File: src/rtl/bram_arbiter_if.sv
// Request/response bundle shared by the CPU/DMA requesters, the arbiter and the BRAM controller port.
// The slave modport is the arbiter's view; the master modport is the requester/controller side.
interface bram_arbiter_if #(
  parameter int ADDR_W = 13,
  parameter int DATA_W = 32
);
  logic              cpu_req_valid;
  logic              cpu_req_ready;
  logic [ADDR_W-1:0] cpu_req_addr;
  logic              dma_req_valid;
  logic              dma_req_ready;
  logic              dma_req_we;
  logic [ADDR_W-1:0] dma_req_addr;
  logic [DATA_W-1:0] dma_req_wdata;
  logic              cpu_resp_valid;
  logic              dma_resp_valid;
  logic              WR;
  logic              In_valid;
  logic [ADDR_W-1:0] Addr;
  logic [DATA_W-1:0] Di;
  logic              reader_sel;
  logic              dma_wr_done;
  logic              resp_err;

  modport master (
    output cpu_req_valid, cpu_req_addr,
    output dma_req_valid, dma_req_we, dma_req_addr, dma_req_wdata,
    output cpu_resp_valid, dma_resp_valid,
    input  cpu_req_ready, dma_req_ready,
    input  WR, In_valid, Addr, Di, reader_sel, dma_wr_done, resp_err
  );

  modport slave (
    input  cpu_req_valid, cpu_req_addr,
    input  dma_req_valid, dma_req_we, dma_req_addr, dma_req_wdata,
    input  cpu_resp_valid, dma_resp_valid,
    output cpu_req_ready, dma_req_ready,
    output WR, In_valid, Addr, Di, reader_sel, dma_wr_done, resp_err
  );
endinterface

File: src/rtl/bram_arbiter.sv
// Round-robin arbiter merging CPU reads and DMA reads/writes onto the BRAM controller request port,
// with per-master read credits bounding in-flight reads against the fixed-latency controller pipeline.
module bram_arbiter #(
  parameter int ADDR_W    = 13,
  parameter int DATA_W    = 32,
  parameter int MAX_OUTST = 4
) (
  input logic         clk,
  input logic         rst_n,
  bram_arbiter_if.slave bus
);

  typedef enum logic {
    GRANT_DMA = 1'b0,
    GRANT_CPU = 1'b1
  } grant_e;

  localparam logic [3:0] CREDIT_MAX = 4'(MAX_OUTST);

  grant_e            last_grant;
  grant_e            next_grant;

  logic              cpu_hold_valid;
  logic [ADDR_W-1:0] cpu_hold_addr;
  logic              dma_hold_valid;
  logic              dma_hold_we;
  logic [ADDR_W-1:0] dma_hold_addr;
  logic [DATA_W-1:0] dma_hold_wdata;

  logic [3:0]        cpu_cnt;
  logic [3:0]        dma_cnt;
  logic [3:0]        cpu_cnt_nxt;
  logic [3:0]        dma_cnt_nxt;
  logic              cpu_spurious;
  logic              dma_spurious;

  logic              cpu_elig;
  logic              dma_elig;
  logic              grant_cpu;
  logic              grant_dma;

  logic              nxt_in_valid;
  logic              nxt_wr;
  logic [ADDR_W-1:0] nxt_addr;
  logic [DATA_W-1:0] nxt_di;
  logic              nxt_reader_sel;
  logic              nxt_wr_done;

  assign cpu_elig = cpu_hold_valid && (cpu_cnt < CREDIT_MAX);
  assign dma_elig = dma_hold_valid && (dma_hold_we || (dma_cnt < CREDIT_MAX));

  // Ready only looks at registered state, so a requester never sees a combinational loop through valid.
  assign bus.cpu_req_ready = !cpu_hold_valid || grant_cpu;
  assign bus.dma_req_ready = !dma_hold_valid || grant_dma;

  always_ff @(posedge clk or negedge rst_n) begin
    if (!rst_n) begin
      last_grant <= GRANT_DMA;
    end else begin
      last_grant <= next_grant;
    end
  end

  always_comb begin
    grant_cpu  = cpu_elig && (!dma_elig || (last_grant == GRANT_DMA));
    grant_dma  = dma_elig && !grant_cpu;
    next_grant = last_grant;
    if (grant_cpu) begin
      next_grant = GRANT_CPU;
    end else if (grant_dma) begin
      next_grant = GRANT_DMA;
    end
  end

  always_comb begin
    nxt_in_valid   = 1'b0;
    nxt_wr         = 1'b0;
    nxt_addr       = '0;
    nxt_di         = '0;
    nxt_reader_sel = 1'b0;
    nxt_wr_done    = 1'b0;
    if (grant_cpu) begin
      nxt_in_valid   = 1'b1;
      nxt_addr       = cpu_hold_addr;
      nxt_reader_sel = 1'b1;
    end else if (grant_dma) begin
      nxt_in_valid = 1'b1;
      nxt_wr       = dma_hold_we;
      nxt_addr     = dma_hold_addr;
      nxt_di       = dma_hold_we ? dma_hold_wdata : '0;
      nxt_wr_done  = dma_hold_we;
    end
  end

  always_ff @(posedge clk or negedge rst_n) begin
    if (!rst_n) begin
      bus.In_valid    <= 1'b0;
      bus.WR          <= 1'b0;
      bus.Addr        <= '0;
      bus.Di          <= '0;
      bus.reader_sel  <= 1'b0;
      bus.dma_wr_done <= 1'b0;
    end else begin
      bus.In_valid    <= nxt_in_valid;
      bus.WR          <= nxt_wr;
      bus.Addr        <= nxt_addr;
      bus.Di          <= nxt_di;
      bus.reader_sel  <= nxt_reader_sel;
      bus.dma_wr_done <= nxt_wr_done;
    end
  end

  // A hold slot refills in the same cycle it drains, giving one acceptance per cycle per master.
  always_ff @(posedge clk or negedge rst_n) begin
    if (!rst_n) begin
      cpu_hold_valid <= 1'b0;
      cpu_hold_addr  <= '0;
      dma_hold_valid <= 1'b0;
      dma_hold_we    <= 1'b0;
      dma_hold_addr  <= '0;
      dma_hold_wdata <= '0;
    end else begin
      if (bus.cpu_req_valid && bus.cpu_req_ready) begin
        cpu_hold_valid <= 1'b1;
        cpu_hold_addr  <= bus.cpu_req_addr;
      end else if (grant_cpu) begin
        cpu_hold_valid <= 1'b0;
      end
      if (bus.dma_req_valid && bus.dma_req_ready) begin
        dma_hold_valid <= 1'b1;
        dma_hold_we    <= bus.dma_req_we;
        dma_hold_addr  <= bus.dma_req_addr;
        dma_hold_wdata <= bus.dma_req_wdata;
      end else if (grant_dma) begin
        dma_hold_valid <= 1'b0;
      end
    end
  end

  // A response with no read in flight is spurious: it is flagged and never drives a count below zero.
  always_comb begin
    cpu_cnt_nxt  = cpu_cnt;
    dma_cnt_nxt  = dma_cnt;
    cpu_spurious = bus.cpu_resp_valid && (cpu_cnt == 4'd0);
    dma_spurious = bus.dma_resp_valid && (dma_cnt == 4'd0);
    case ({grant_cpu, bus.cpu_resp_valid && !cpu_spurious})
      2'b10:   cpu_cnt_nxt = cpu_cnt + 4'd1;
      2'b01:   cpu_cnt_nxt = cpu_cnt - 4'd1;
      default: cpu_cnt_nxt = cpu_cnt;
    endcase
    case ({grant_dma && !dma_hold_we, bus.dma_resp_valid && !dma_spurious})
      2'b10:   dma_cnt_nxt = dma_cnt + 4'd1;
      2'b01:   dma_cnt_nxt = dma_cnt - 4'd1;
      default: dma_cnt_nxt = dma_cnt;
    endcase
  end

  always_ff @(posedge clk or negedge rst_n) begin
    if (!rst_n) begin
      cpu_cnt      <= 4'd0;
      dma_cnt      <= 4'd0;
      bus.resp_err <= 1'b0;
    end else begin
      cpu_cnt      <= cpu_cnt_nxt;
      dma_cnt      <= dma_cnt_nxt;
      bus.resp_err <= bus.resp_err || cpu_spurious || dma_spurious;
    end
  end

endmodule

File: src/flat_wrapper.sv
// flat-port wrapper written by rule: the top's interface ports become plain ports
module bram_arbiter_flat 
#(
  parameter int ADDR_W    = 13,
  parameter int DATA_W    = 32,
  parameter int MAX_OUTST = 4
)
  (clk, rst_n, bus_cpu_req_valid, bus_cpu_req_addr, bus_dma_req_valid, bus_dma_req_we, bus_dma_req_addr, bus_dma_req_wdata, bus_cpu_resp_valid, bus_dma_resp_valid, bus_cpu_req_ready, bus_dma_req_ready, bus_WR, bus_In_valid, bus_Addr, bus_Di, bus_reader_sel, bus_dma_wr_done, bus_resp_err);
  bram_arbiter_if #(.ADDR_W(ADDR_W), .DATA_W(DATA_W)) bus_i ();
  input logic clk;
  input logic rst_n;
  input wire logic [$bits(bus_i.cpu_req_valid)-1:0] bus_cpu_req_valid;
  input wire logic [$bits(bus_i.cpu_req_addr)-1:0] bus_cpu_req_addr;
  input wire logic [$bits(bus_i.dma_req_valid)-1:0] bus_dma_req_valid;
  input wire logic [$bits(bus_i.dma_req_we)-1:0] bus_dma_req_we;
  input wire logic [$bits(bus_i.dma_req_addr)-1:0] bus_dma_req_addr;
  input wire logic [$bits(bus_i.dma_req_wdata)-1:0] bus_dma_req_wdata;
  input wire logic [$bits(bus_i.cpu_resp_valid)-1:0] bus_cpu_resp_valid;
  input wire logic [$bits(bus_i.dma_resp_valid)-1:0] bus_dma_resp_valid;
  output wire logic [$bits(bus_i.cpu_req_ready)-1:0] bus_cpu_req_ready;
  output wire logic [$bits(bus_i.dma_req_ready)-1:0] bus_dma_req_ready;
  output wire logic [$bits(bus_i.WR)-1:0] bus_WR;
  output wire logic [$bits(bus_i.In_valid)-1:0] bus_In_valid;
  output wire logic [$bits(bus_i.Addr)-1:0] bus_Addr;
  output wire logic [$bits(bus_i.Di)-1:0] bus_Di;
  output wire logic [$bits(bus_i.reader_sel)-1:0] bus_reader_sel;
  output wire logic [$bits(bus_i.dma_wr_done)-1:0] bus_dma_wr_done;
  output wire logic [$bits(bus_i.resp_err)-1:0] bus_resp_err;
  assign bus_i.cpu_req_valid = bus_cpu_req_valid;
  assign bus_i.cpu_req_addr = bus_cpu_req_addr;
  assign bus_i.dma_req_valid = bus_dma_req_valid;
  assign bus_i.dma_req_we = bus_dma_req_we;
  assign bus_i.dma_req_addr = bus_dma_req_addr;
  assign bus_i.dma_req_wdata = bus_dma_req_wdata;
  assign bus_i.cpu_resp_valid = bus_cpu_resp_valid;
  assign bus_i.dma_resp_valid = bus_dma_resp_valid;
  assign bus_cpu_req_ready = bus_i.cpu_req_ready;
  assign bus_dma_req_ready = bus_i.dma_req_ready;
  assign bus_WR = bus_i.WR;
  assign bus_In_valid = bus_i.In_valid;
  assign bus_Addr = bus_i.Addr;
  assign bus_Di = bus_i.Di;
  assign bus_reader_sel = bus_i.reader_sel;
  assign bus_dma_wr_done = bus_i.dma_wr_done;
  assign bus_resp_err = bus_i.resp_err;
  bram_arbiter #(.ADDR_W(ADDR_W), .DATA_W(DATA_W), .MAX_OUTST(MAX_OUTST)) u_core (.clk(clk), .rst_n(rst_n), .bus(bus_i));
endmodule
File: config.mk
export PLATFORM = sky130hd
export DESIGN_NAME = bram_arbiter_flat
export DESIGN_NICKNAME = d
export VERILOG_FILES = /design/src/rtl/bram_arbiter_if.sv /design/src/rtl/bram_arbiter.sv /design/src/flat_wrapper.sv
export SDC_FILE = /design/constraint.sdc
export NUM_CORES = 1
export LEC_CHECK = 0
export ABC_AREA = 1
export CAP_MARGIN = 10
export CORE_UTILIZATION = 35
export CTS_CLUSTER_DIAMETER = 60
export DETAILED_ROUTE_END_ITERATION = 10
export GPL_TIMING_DRIVEN = 1
export PLACE_DENSITY = 0.68
export SLEW_MARGIN = 10
export SYNTH_ARGS = -nofsm -noshare
export SYNTH_HDL_FRONTEND = slang
export SYNTH_SLANG_ARGS = --single-unit
File: constraint.sdc
create_clock -name clk -period 2.6 [get_ports clk]
set_clock_uncertainty 0.05 [all_clocks]
set_input_delay 0.26 -clock clk [delete_from_list [all_inputs] [get_ports clk]]
set_output_delay 0.26 -clock clk [all_outputs]
set_load 0.01 [all_outputs]
==> results of run 1 <==
[critical path, cell delays in order, from the launching register on]
cell and delay [ns]:
dfrtp_1 0.42, nor2_2 0.18, nor2_1 0.09, nor2_2 0.14, o21ai_4 0.08, buf_4 0.18
nand2_2 0.07, clkdlybuf4s50_1 0.59
[state kept, by name, indices dropped and copies added, names as in the netlist, 4 cells and up]
signal,cells
u_core.bus.Addr,13
u_core.cpu_hold_addr,13
u_core.dma_hold_addr,13
u_core.dma_cnt,4
u_core.bus.Di,32
u_core.dma_hold_wdata,32
u_core.cpu_cnt,4
[kinds of logic after synthesis]
family / Yosys count / synth area share
compound gates: 12 / 0.0166
simple gates: 320 / 0.274
fa+ha+maj: 8 / 0.0243
flops: 119 / 0.628
buf+inv: 44 / 0.0454
xor+xnor: 6 / 0.0111
[routing by layer]
metal  up-vias  share of wire
met3        26          0.040
met4         0          0.026
met5         -              0
met1      1814           0.43
li1       1828              -
met2       109           0.51
[cell usage after synthesis]
cell / number
ha_1: 6
o21ai_0: 7
xor2_1: 4
buf_4: 7
o21ai_4: 1
buf_1: 1
nor2_1: 41
dfrtp_1: 119
inv_1: 15
xnor2_1: 2
buf_2: 7
fa_1: 2
and2_1: 2
buf_6: 2
clkbuf_1: 11
o21bai_1: 2
nand4_1: 2
nand2_2: 2
inv_2: 1
a31oi_1: 2
nand2_1: 210
nand3_1: 60
nor2_2: 2
nand3b_1: 1
[power groups by stage]
stage	Sequential (mW)	Combinational (mW)	Clock [mW]
global placement	2.99	2.86	0
CTS	2.98	3.03	2.31
global route	3.07	3.41	2.41
finish	2.99	3.01	2.27
floorplan	3.00	1.91	0
detailed placement	3.01	3.00	0
[per-stage QoR]
stage | instance area [um2] | utilization
after detailed placement | 6060 | 0.457
after floorplan | 4740 | -
after global routing | 6650 | 0.502
final | 6650 | 0.502
after CTS | 6650 | 0.502
after global placement | 6060 | 0.457
[worst min-delay path by stage]
stage / startpoint / to / slack [ns] / cells past startpoint
2_1_floorplan: rst_n / u_core.bus.Addr[0]$_DFF_PN0_ / -0.09 / 0
3_3_place_gp: rst_n / u_core.bus.Di[15]$_DFF_PN0_ / 0.26 / 1
3_5_place_dp: rst_n / u_core.bus.Di[17]$_DFF_PN0_ / 0.28 / 1
4_1_cts: bus_dma_req_valid / u_core.dma_hold_addr[3]$_DFFE_PN0P_ / 0.31 / 3
5_1_grt: bus_dma_req_valid / u_core.dma_hold_wdata[0]$_DFFE_PN0P_ / 0.35 / 3
6_report: bus_dma_req_valid / u_core.dma_hold_wdata[20]$_DFFE_PN0P_ / 0.32 / 3
[timing repair]
item,in CTS,in global routing
endpoints found under the hold margin,47,0
setup endpoints to repair,0,2
gates resized for setup,0,1
hold buffers,1,0
[final cells by class]
cell class,count,area [um2]
Clock buffer,22,484
Clock inverter,8,97.6
Fill cell,1232,6590
Inverter,16,60.1
Multi-Input combinational cell,346,1550
Sequential cell,119,2980
Tap cell,176,220
Timing Repair Buffer,128,1260
==> results by stage, run 1 <==
Flow run:
- Across the run, the number of max-cap violations was 0.

Timing:
- Timing would allow up to 406 MHz.
- The max-slew violation total from the final report is 0.
- The routed design could run at a clock period as short as 2.46 ns.
- After layout, the worst setup slack is around 0.14 ns.
- The worst slack on hold paths is 0.323 ns.
- The number of failing setup endpoints in the final timing report is 0.
- The normalized max-slew margin is 0.572.
- Setup repair after global routing left no endpoint under its margin.
- At the pin with the least slew margin, the transition time is 0.643 ns.
- The sum of negative setup slack is 0 ns.
- The number of hold violations in the final report is 0.
- The post-route clock period utilization is 0.947.

Critical path:
- Following the worst setup path forward leads to its endpoint at bus_dma_req_ready.
- The worst setup path is captured at an output pin.
- The worst register-to-register path has a depth of 14.
- In this run the critical register-to-register path is launched from u_core.dma_cnt[3]$_DFFE_PN0P_.
- In this run the worst path has a maximum fanout of 13.
- The worst register-to-register path has a setup slack of between 0.2 and 0.3 ns.
- By startpoint and endpoint, the worst setup path is classified as flop to output pin.
- The endpoint identified for the worst register-to-register timing path is u_core.dma_cnt[3]$_DFFE_PN0P_.
- Data arrives at the worst endpoint at 2.15 ns.
- STA classifies the critical path startpoint as a flop.
- The required time at the worst-slack endpoint is 2.29 ns.
- The launch point of the critical path is u_core.dma_cnt[3]$_DFFE_PN0P_.

Logic synthesis:
- The number of different library cells in the post-synthesis netlist is 24.
- The cell taking the most area after synthesis is dfrtp_1.
- The post-synthesis sequential area ratio is 0.628.
- In this run the mean area of a mapped cell was about 9.3 um2.
- Synthesis handed over a netlist of slightly above 500 instances.
- The flop and latch count out of synthesis is approximately 120.
- The top-area cell type share of the netlist area is 0.628.
- The cell area after technology mapping is 0.00474 mm2.
- The number of nets in the synthesized netlist is 582.
- The yosys synthesis warning count is 0.
- Ranked by total cell area, the synthesized netlist is headed by dfrtp_1 63%, nand2_1 17%, nand3_1 6.3%.

Global routing:
- The met2 routing resource usage after global routing is 0.285.
- The global-route wire length before repair is between 15000 and 20000 um.
- In the global route stage, overall resource usage came out at 0.174.
- The met1 layer usage reported by global route is 0.219.
- The most crowded layer after global routing is met2.
- Global routing finished with a remaining overflow of 0.
- The met3 track utilization from global routing is 0.0381.
- The initial antenna violation count came to 0.
- Entering global routing, the biggest net connects 50 pins.
- The via count of the first global-routing pass is 3848.

Power:
- The proportion of power drawn by flip-flops and latches is 0.361.
- In this run the power spent charging and discharging nets is 2.96 mW.
- VDD sags by at most 0.479 mV.
- The share of total power dissipated in combinational logic is 0.364.
- The ratio of total power to cell area is 1240 mW/mm2.
- Of the total power, the share spent switching nets is 0.358.
- Summed over all cells, the static leakage comes to 3.27 nW.
- The internal power of the cells totals 5.31 mW.
- The part of the power in the clock network is 0.275.
- The power after layout is 8.27 mW.

Clock tree:
- Clock-pin slew was measured on the worst setup and hold paths at 0.05 ns.
- TritonCTS built the clock tree.
- In this run the number of H-tree levels came out at 4.
- The number of setup buffers added after CTS is 0.
- Counting every sink on the clock net gives 119.
- Counting along the longest clock path gives a buffer depth of 2.
- TritonCTS created 17 clock buffers.
- The clock network latency to the later pin of the worst-skew pair is 0.41 ns.
- The cell at the root of the clock tree is clkbuf_16.

Run status:
- The flow ran to the end, and the final reports show no timing, DRC or antenna violations.

Floorplan:
- During I/O placement, the number of pins put on the boundary was 117.
- From bottom edge to top edge, the die measures 118 um.
- The chip width is about 120 um.
- The number of standard-cell rows in the floorplan is 42.
- The starting density of the core is 0.358.
- The floorplan die area is 0.0140 mm2.
- The region available for standard cell placement spans 0.0132 mm2.

Place:
- At the placement stage, the worst setup path has a slack of 0.277 ns.
- Detailed placement ended at an HPWL of roughly 7900 um.
- Counting tap cells, the placed design contains a total of 784 instances.
- The number of buffers inserted by port buffering is 116.
- The last weighted congestion value of the routability-driven placer is 0.811.

Detailed routing:
- For this block, the via count after detailed routing is 3777.
- Summed over all layers, the routed wires come to 11200 um.
- After detailed routing, the number of remaining DRC violations is 0.
- Dividing the detail-routed wire length by the instance count gives between 10 and 15 um.
- The residual antenna-violating net count after detailed routing is 0.
- The detailed-router iteration count before antenna repair is 4.
- The violation count after the first detailed-routing iteration is 229.
- Dividing the detail-routed via count by the number of cells gives 4.63.

Finish:
- The finished layout holds 815 standard cells, fillers aside.
- The count of antenna diodes in the layout is 0.
- The fraction of layout cells with a size suffix above 1 is 0.0782.
- At the end of the flow, the number of nets in the layout was ~700.
- Leaving out fill and tap cells, the most frequent cell in the layout is nand2_1.
- Compared with the post-synthesis result, the final layout area differs by 40.3%.
- In the layout the commonest cells are 209 x nand2_1, 119 x dfrtp_1, 114 x clkdlybuf4s50_1.

Min path:
- The tightest min-delay check is of the primary input to flop type.
Power figures use the tool's default switching activity.
==> inputs of run 2 (changes only) <==
- CORE_ASPECT_RATIO: unset -> 1.5
- SKIP_LAST_GASP: unset -> 1
==> run 2 against run 1 <==
First-iteration DRC count down 24%. Sequential cell count is the same. Sequential share of layout area is 0.61 points lower. Critical path depth up 7. Combinational power about the same. Cell count down 1.7%. Power up 3.8%. Fmax rose by 4.5%. Largest cell class unchanged.
==> results by stage, run 2 (synthesis gave the netlist of run 1 again) <==
Detailed routing:
- The violation count after the first detailed-routing iteration came to 175 (was 229).
- The detailed-route vias per instance is 4.71 (was 4.63).
- The number of vias after detailed routing is 3772 (was 3777).
- The post-route DRC violation count is 0 (unchanged).
- The detailed-router iteration count before antenna repair is 4 (unchanged).
- The per-cell routed wire length is 14.0 um (was 13.8 um).
- The residual antenna-violating net count after detailed routing came to 0 (unchanged).
- The total routed wirelength came to 11200 um (about the same).

Clock tree:
- The CTS tree is yes (unchanged).
- The CTS H-tree depth is 4 (unchanged).
- The cell at the root of the clock tree was clkbuf_16 (unchanged).
- The number of buffers between clock root and the deepest sink came to 2 (unchanged).
- The clock network latency to the later pin of the worst-skew pair is 0.40 ns (was 0.41 ns).
- The total CTS buffers is 17 (unchanged).
- The clock sink count was 119 (unchanged).
- The clock transition at the registers of the reported paths is 0.05 ns (about the same).

Global routing:
- The via count of the first global-routing pass is 3873 (was 3848).
- The initial antenna violation count is 0 (unchanged).
- The overall fraction of global-route tracks in use is 0.167 (was 0.174).
- The largest net degree at the start of global routing was 53 (was 50).
- The global-route wire length before repair is 18300 um (was 18900 um).
- The remaining global-route overflow came to 0 (unchanged).

Timing:
- The post-route clock period utilization came to 0.906 (was 0.947).
- The maximum clock rate is 424 MHz (was 406 MHz).
- The number of failing setup endpoints in the final timing report was 0 (unchanged).
- The worst-case setup margin in the final layout is 0.244 ns (was 0.137 ns).
- The sum of negative setup slack came to 0 ns (unchanged).
- The slew of the pin with the lowest slew margin is 0.593 ns (was 0.643 ns).
- The worst slack on hold paths is 0.319 ns (was 0.323 ns).
- The final critical-path required period is 2.36 ns (was 2.46 ns).
- The normalized max-slew margin was 0.605 (was 0.572).
- The max-slew violation total from the final report is 0 (unchanged).
- Setup repair after global routing missed its margin: false (unchanged).
- The number of hold violations in the final report is 0 (unchanged).

Finish:
- Largest registers ranked by flip-flop count: u_core.bus.Di: 32 flops, u_core.dma_hold_wdata: 32 flops (unchanged).
- The most common library cell in the layout ignoring fill and taps is nand2_1 (unchanged).
- The area growth from synthesis to layout is 42.3% (was 40.3%).
- The fraction of layout cells with a size suffix above 1 is 0.0826 (was 0.0782).
- The filler cell count in the final layout is 1191 (was 1232).
- The post-layout net count was 703 (was 701).
- Leading cell types in the layout, fill and taps excluded: 209 x nand2_1, 119 x dfrtp_1, 113 x clkdlybuf4s50_1 (was 209 x nand2_1, 119 x dfrtp_1, 114 x clkdlybuf4s50_1).
- The count of antenna diodes in the layout came to 0 (unchanged).

Floorplan:
- The top-level port count is 117 (unchanged).
- The number of standard-cell rows in the floorplan is 51 (was 42).
- The area of the core is 0.0131 mm2 (was 0.0132 mm2).
- The die height was 145 um (was 118 um).
- The starting density of the core is 0.362 (was 0.358).
- The chip width is 97.0 um (was 118 um).
- The floorplan die area is 0.0140 mm2 (about the same).

Critical path:
- The maximum fanout encountered on the critical timing path is 4 (was 13).
- The data arrival at the endpoint of the critical path is 2.59 ns (was 2.15 ns).
- The reg-to-reg critical path endpoint was u_core.dma_cnt[3]$_DFFE_PN0P_ (unchanged).
- The number of cells traversed by the worst register-to-register path is 14 (unchanged).
- The type of the worst setup path is flop to flop (was flop to output pin).
- The launch point of the critical path is u_core.dma_cnt[3]$_DFFE_PN0P_ (unchanged).
- The startpoint type of the worst setup path was a flop (unchanged).
- The minimum setup slack among reg-to-reg paths is 0.24 ns (was 0.25 ns).
- The kind of end point of the critical path is a flop (was output pin).
- The required time at the worst-slack endpoint is 2.83 ns (was 2.29 ns).
- The reg-to-reg startpoint was u_core.dma_cnt[3]$_DFFE_PN0P_ (unchanged).

Power:
- The part of the power in the clock network was 0.298 (was 0.275).
- The worst voltage drop across the vdd grid is 0.659 mV (was 0.479 mV).
- The ratio of total power to cell area is 1270 mW/mm2 (was 1240 mW/mm2).
- The internal power of the cells came to 5.61 mW (was 5.31 mW).
- The reported leakage power is 3.33 nW (was 3.27 nW).
- The proportion of total power due to net switching is 0.346 (was 0.358).
- The power after layout is 8.58 mW (was 8.27 mW).
- The proportion of power drawn by flip-flops and latches came to 0.349 (was 0.361).
- The switching power summed over all nets came to 2.97 mW (was 2.96 mW).
- The power share of the combinational group is 0.353 (was 0.364).

Place:
- The detailed-placement wirelength estimate came to 7810 um (was 7890 um).
- The setup slack at placement was 0.246 ns (was 0.277 ns).
- The last weighted congestion value of the routability-driven placer came to 0.742 (was 0.811).
- The number of buffers inserted by port buffering is 116 (unchanged).

Flow run:
- The max capacitance violation total is 0 (unchanged).

Min path:
- The path category of the worst min-delay check is primary input to flop (unchanged).
- The cell depth of the worst hold path is 4 (was 3).
- The hold path startpoint is bus_dma_req_valid (unchanged).
- The capture endpoint of the worst hold path is u_core.dma_hold_addr[5]$_DFFE_PN0P_ (was u_core.dma_hold_wdata[20]$_DFFE_PN0P_).

Run status:
- Result of the run: finished, final reports clean (unchanged).
[run 2: cell count changes in the layout (fill, tap and decap cells not counted), sizes merged]
cell	previous run	this run
dlymetal6s2s	0	1
clkinvlp	3	2
bufinv	2	4
clkbuf	22	25
clkdlybuf4s50	114	113
buf	13	15
clkinv	3	0
[run 2: layer usage]
| layer | part of all wire | global-route usage | vias up |
|---|---|---|---|
| met2 | 0.54 | 0.308 | 108 |
| met4 | 0.016 | 0.0691 | 0 |
| li1 | - | - | 1833 |
| met3 | 0.043 | 0.0469 | 17 |
| met1 | 0.40 | 0.180 | 1814 |
| met5 | 0 | 0 | - |
[run 2: worst max-delay path, stage by stage (launching register included)]
cell	delay, ns
dfrtp_1	0.42
nor2_2	0.19
nor2_1	0.08
nor2_2	0.13
o21ai_4	0.08
inv_1	0.08
nand2_1	0.07
ha_1	0.24
ha_1	0.34
nand2_1	0.09
nand2_1	0.05
nor2_1	0.13
nor2_1	0.07
o21bai_1	0.16
nand2_1	0.06
[run 2: worst max-delay path by stage]
stage / endpoint / slack [ns] / cells past startpoint
3_3_place_gp: u_core.dma_cnt[3]$_DFFE_PN0P_ / 0.42 / 14
4_1_cts: bus_dma_req_ready / 0.06 / 7
2_1_floorplan: u_core.dma_cnt[3]$_DFFE_PN0P_ / 0.24 / 15
6_report: u_core.dma_cnt[3]$_DFFE_PN0P_ / 0.24 / 14
5_1_grt: u_core.dma_cnt[3]$_DFFE_PN0P_ / 0.03 / 14
3_5_place_dp: u_core.dma_cnt[3]$_DFFE_PN0P_ / 0.25 / 14
[run 2: power groups by stage]
| stage | Sequential [mW] | Clock, mW | Combinational (mW) |
|---|---|---|---|
| 6_report | 3.00 | 2.56 | 3.03 |
| 2_1_floorplan | 3.00 | 0 | 1.91 |
| 3_5_place_dp | 3.01 | 0 | 3.04 |
| 5_1_grt | 3.08 | 2.69 | 3.42 |
| 3_3_place_gp | 2.99 | 0 | 2.92 |
| 4_1_cts | 3.00 | 2.60 | 3.08 |
[run 2: cell type report]
class | instances | area, um2 | share of cell area
inverter | 16 | 60.1 | 0.00891
multi-input combinational | 346 | 1560 | 0.231
clock inverter | 6 | 135 | 0.0200
timing repair buffer | 130 | 1290 | 0.191
sequential | 119 | 2980 | 0.442
tap | 159 | 199 | 0.0295
clock buffer | 25 | 526 | 0.0779
[run 2: repair_timing]
action / in CTS / in global routing
setup buffers: 0 / 0
hold endpoints to repair: 43 / 0
cloned: 0 / 0
hold buffers: 1 / 0
setup endpoints to repair: 1 / 2
gates resized for setup: 1 / 2
[run 2: per-stage QoR]
stage / cells / area [um2] / utilization
floorplan: 509 / 4740 / -
global route: 801 / 6740 / 0.515
finish: 801 / 6740 / 0.515
detailed placement: 769 / 6060 / 0.463
CTS: 801 / 6740 / 0.515
global placement: 769 / 6060 / 0.463
==> inputs of run 3 (changes only) <==
- clock period: 2.6 -> 2.3 ns (I/O delays scaled with it)
==> run 3 against run 2 <==
Register-to-register slack worse by 0.17 ns. Final area is 0.35% lower. Worst hold slack worse by 0.069 ns. Die area stayed put. Largest power group unchanged. Combinational power is 20% higher. Clock power is 2% higher. Cell count is 0.25% higher. Critical path type unchanged. Core utilization is 0.18 points lower.
==> results by stage, run 3 (synthesis gave the netlist of run 1 again) <==
Finish:
- The area growth from synthesis to layout came to 41.8% (was 42.3%).
- Largest registers ranked by flip-flop count: u_core.bus.Di: 32 flops, u_core.dma_hold_wdata: 32 flops (unchanged).
- The most common library cell in the layout ignoring fill and taps is nand2_1 (unchanged).
- The post-layout net count was 705 (was 703).
- The count of antenna diodes in the layout is 0 (unchanged).
- Leading cell types in the layout, fill and taps excluded: 208 x nand2_1, 118 x dfrtp_1, 113 x clkdlybuf4s50_1 (was 209 x nand2_1, 119 x dfrtp_1, 113 x clkdlybuf4s50_1).
- The fraction of layout cells with a size suffix above 1 was 0.0963 (was 0.0826).

Critical path:
- The slowest cell on the critical path is dfrtp_2 (was dfrtp_1).
- The kind of end point of the critical path is a flop (unchanged).
- The startpoint type of the worst setup path was a flop (unchanged).
- Worst-path cell chain: nor2_2, nor2_1, nor2_2, o21ai_4, inv_1, nand2_2, ha_4, ha_4, nand2_1, nor2_2, nor2_2, and2_1, o21bai_1, nand2_1 (was nor2_2, nor2_1, nor2_2, o21ai_4, inv_1, nand2_1, ha_1, ha_1, nand2_1, nand2_1, nor2_1, nor2_1, o21bai_1, nand2_1).
- The required time at the worst-slack endpoint is 2.54 ns (was 2.83 ns).
- The number of buffers and inverters on the critical path was 1 (unchanged).
- The type of the worst setup path is flop to flop (unchanged).
- The largest incremental delay on the critical path was 0.43 ns (was 0.42 ns).
- The most frequent cell on the critical path is nor2_2 (was nand2_1).
- The critical path's top delay family is simple AND/OR/NAND/NOR gates (unchanged).
- The data arrival at the endpoint of the critical path is 2.46 ns (was 2.59 ns).
- The maximum fanout encountered on the critical timing path is 4 (unchanged).

Timing:
- The slew of the pin with the lowest slew margin came to 0.621 ns (was 0.593 ns).
- The number of hold violations in the final report is 0 (unchanged).
- The post-route clock period utilization was 0.966 (was 0.906).
- The number of failing setup endpoints in the final timing report is 0 (unchanged).
- The max-slew violation total from the final report is 0 (unchanged).
- The final critical-path required period came to 2.22 ns (was 2.36 ns).
- The worst-case setup margin in the final layout is 0.0777 ns (was 0.244 ns).
- Setup repair after global routing missed its margin: true (was false).
- The normalized max-slew margin was 0.586 (was 0.605).
- The worst slack on hold paths is 0.250 ns (was 0.319 ns).
- The maximum clock rate is 450 MHz (was 424 MHz).

Clock tree:
- The clock sink count was 119 (unchanged).
- The number of buffers between clock root and the deepest sink is 2 (unchanged).
- The clock transition at the registers of the reported paths is 0.05 ns (about the same).
- The cell at the root of the clock tree is clkbuf_16 (unchanged).
- The clock network latency to the later pin of the worst-skew pair came to 0.41 ns (was 0.40 ns).
- The total CTS buffers was 17 (unchanged).
- The CTS tree is yes (unchanged).
- The CTS H-tree depth is 4 (unchanged).

Global routing:
- The largest net degree at the start of global routing is 120 (was 53).
- The met2 routing resource usage after global routing is 0.307 (was 0.308).
- The remaining global-route overflow is 0 (unchanged).
- The initial antenna violation count is 0 (unchanged).
- The most crowded layer after global routing is met2 (unchanged).
- The via count of the first global-routing pass is 3952 (was 3873).
- The global-route wire length before repair is 18500 um (was 18300 um).
- The overall fraction of global-route tracks in use came to 0.170 (was 0.167).
- The met3 track utilization from global routing is 0.0435 (was 0.0469).
- The met1 layer usage reported by global route was 0.178 (was 0.180).

Detailed routing:
- The violation count after the first detailed-routing iteration is 202 (was 175).
- The post-route DRC violation count was 0 (unchanged).
- The total routed wirelength is 11500 um (was 11200 um).
- The residual antenna-violating net count after detailed routing came to 0 (unchanged).
- The number of vias after detailed routing is 3833 (was 3772).
- The detailed-router iteration count before antenna repair is 4 (unchanged).
- The detailed-route vias per instance is 4.77 (was 4.71).
- The per-cell routed wire length was 14.3 um (was 14.0 um).

Floorplan:
- The starting density of the core is 0.362 (unchanged).
- The chip width came to 97.0 um (unchanged).
- The die height is 145 um (unchanged).
- The number of standard-cell rows in the floorplan is 51 (unchanged).
- The floorplan die area is 0.0140 mm2 (unchanged).
- The area of the core came to 0.0131 mm2 (unchanged).
- The top-level port count is 117 (unchanged).

Place:
- The detailed-placement wirelength estimate was 7560 um (was 7810 um).
- The last weighted congestion value of the routability-driven placer came to 0.838 (was 0.742).
- The number of buffers inserted by port buffering is 116 (unchanged).
- The setup slack at placement was -0.0323 ns (was 0.246 ns).

Power:
- The ratio of total power to cell area was 1430 mW/mm2 (was 1270 mW/mm2).
- The reported leakage power is 3.31 nW (was 3.33 nW).
- The worst voltage drop across the vdd grid was 0.565 mV (was 0.659 mV).

Min path:
- The path category of the worst min-delay check is primary input to flop (unchanged).

Flow run:
- The max capacitance violation total is 0 (unchanged).

Run status:
- Result of the run: finished, final reports clean (unchanged).
==> run 3: changes by cell type in the layout (fill, tap and decap cells not counted), moves of 3 or more <==
cell      before  now
nor2_1        40   37
nor2_2         3    6
clkbuf_8       7    2
clkinv_2       0    6
ha_1           6    3
==> run 3: routing by layer <==
| layer | vias up | wire length, um |
|---|---|---|
| met1 | 1824 | 4540 |
| met3 | 34 | 494 |
| li1 | 1834 | - |
| met2 | 141 | 6040 |
| met5 | - | 0 |
| met4 | 0 | 417 |
==> run 3: repair_timing <==
action	in CTS	in global routing
gates cloned	0	0
resized for setup	0	10
endpoints found under the setup margin	1	3
pin swaps	1	2
setup buffers	2	1
hold endpoints to repair	119	0
hold buffers	1	0
==> run 3: metrics by stage <==
step / setup TNS (ns) / power [mW] / utilization / cell area, um2 / instances
6_report: 0 / 9.63 / 0.514 / 6720 / 803
4_1_cts: 0 / 9.62 / 0.510 / 6670 / 802
2_1_floorplan: 0 / 5.56 / - / 4740 / 509
3_3_place_gp: 0 / 6.70 / 0.463 / 6060 / 768
3_5_place_dp: -0.0323 / 6.89 / 0.463 / 6060 / 768
5_1_grt: -0.0581 / 10.3 / 0.514 / 6720 / 803
==> run 3: layout make-up <==
type	instances	area, um2
clock buffer	21	460
clock inverter	10	128
tap	159	199
multi-input combinational	346	1590
inverter	16	60.1
sequential	119	2980
fill	1176	6360
timing repair buffer	132	1300
==> run 3: worst register-to-register path, delay by kind of cell (launching register included) <==
family / cells / cell delay, ns
AOI/OAI and AO/OA: 2 / 0.20
adders and majority gates: 2 / 0.47
buffers and inverters: 1 / 0.08
DFF: 1 / 0.43
and+or+nand+nor: 9 / 0.87
==> run 3: final timing paths <==
check	depth (start not counted)	startpoint	end	slack, ns
min in group asynchronous	3	rst_n	u_core.bus.Di[14]$_DFF_PN0_	0.40
max in group asynchronous	3	rst_n	u_core.dma_cnt[2]$_DFFE_PN0P_	1.31
worst min register to register	2	u_core.dma_hold_wdata[10]$_DFFE_PN0P_	u_core.dma_hold_wdata[10]$_DFFE_PN0P_	0.42
worst min-delay path	3	bus_dma_req_valid	u_core.dma_hold_wdata[10]$_DFFE_PN0P_	0.25
worst max register to register	14	u_core.dma_cnt[2]$_DFFE_PN0P_	u_core.dma_cnt[3]$_DFFE_PN0P_	0.08
worst max-delay path	14	u_core.dma_cnt[2]$_DFFE_PN0P_	u_core.dma_cnt[3]$_DFFE_PN0P_	0.08
==> run 3: power breakdown <==
part           total (mW)  internal [mW]  switching, mW  leakage, nW
combinational        3.65           1.52           2.13         1.50
sequential           3.36           2.93          0.428         1.52
clock                2.62           1.74          0.879        0.292
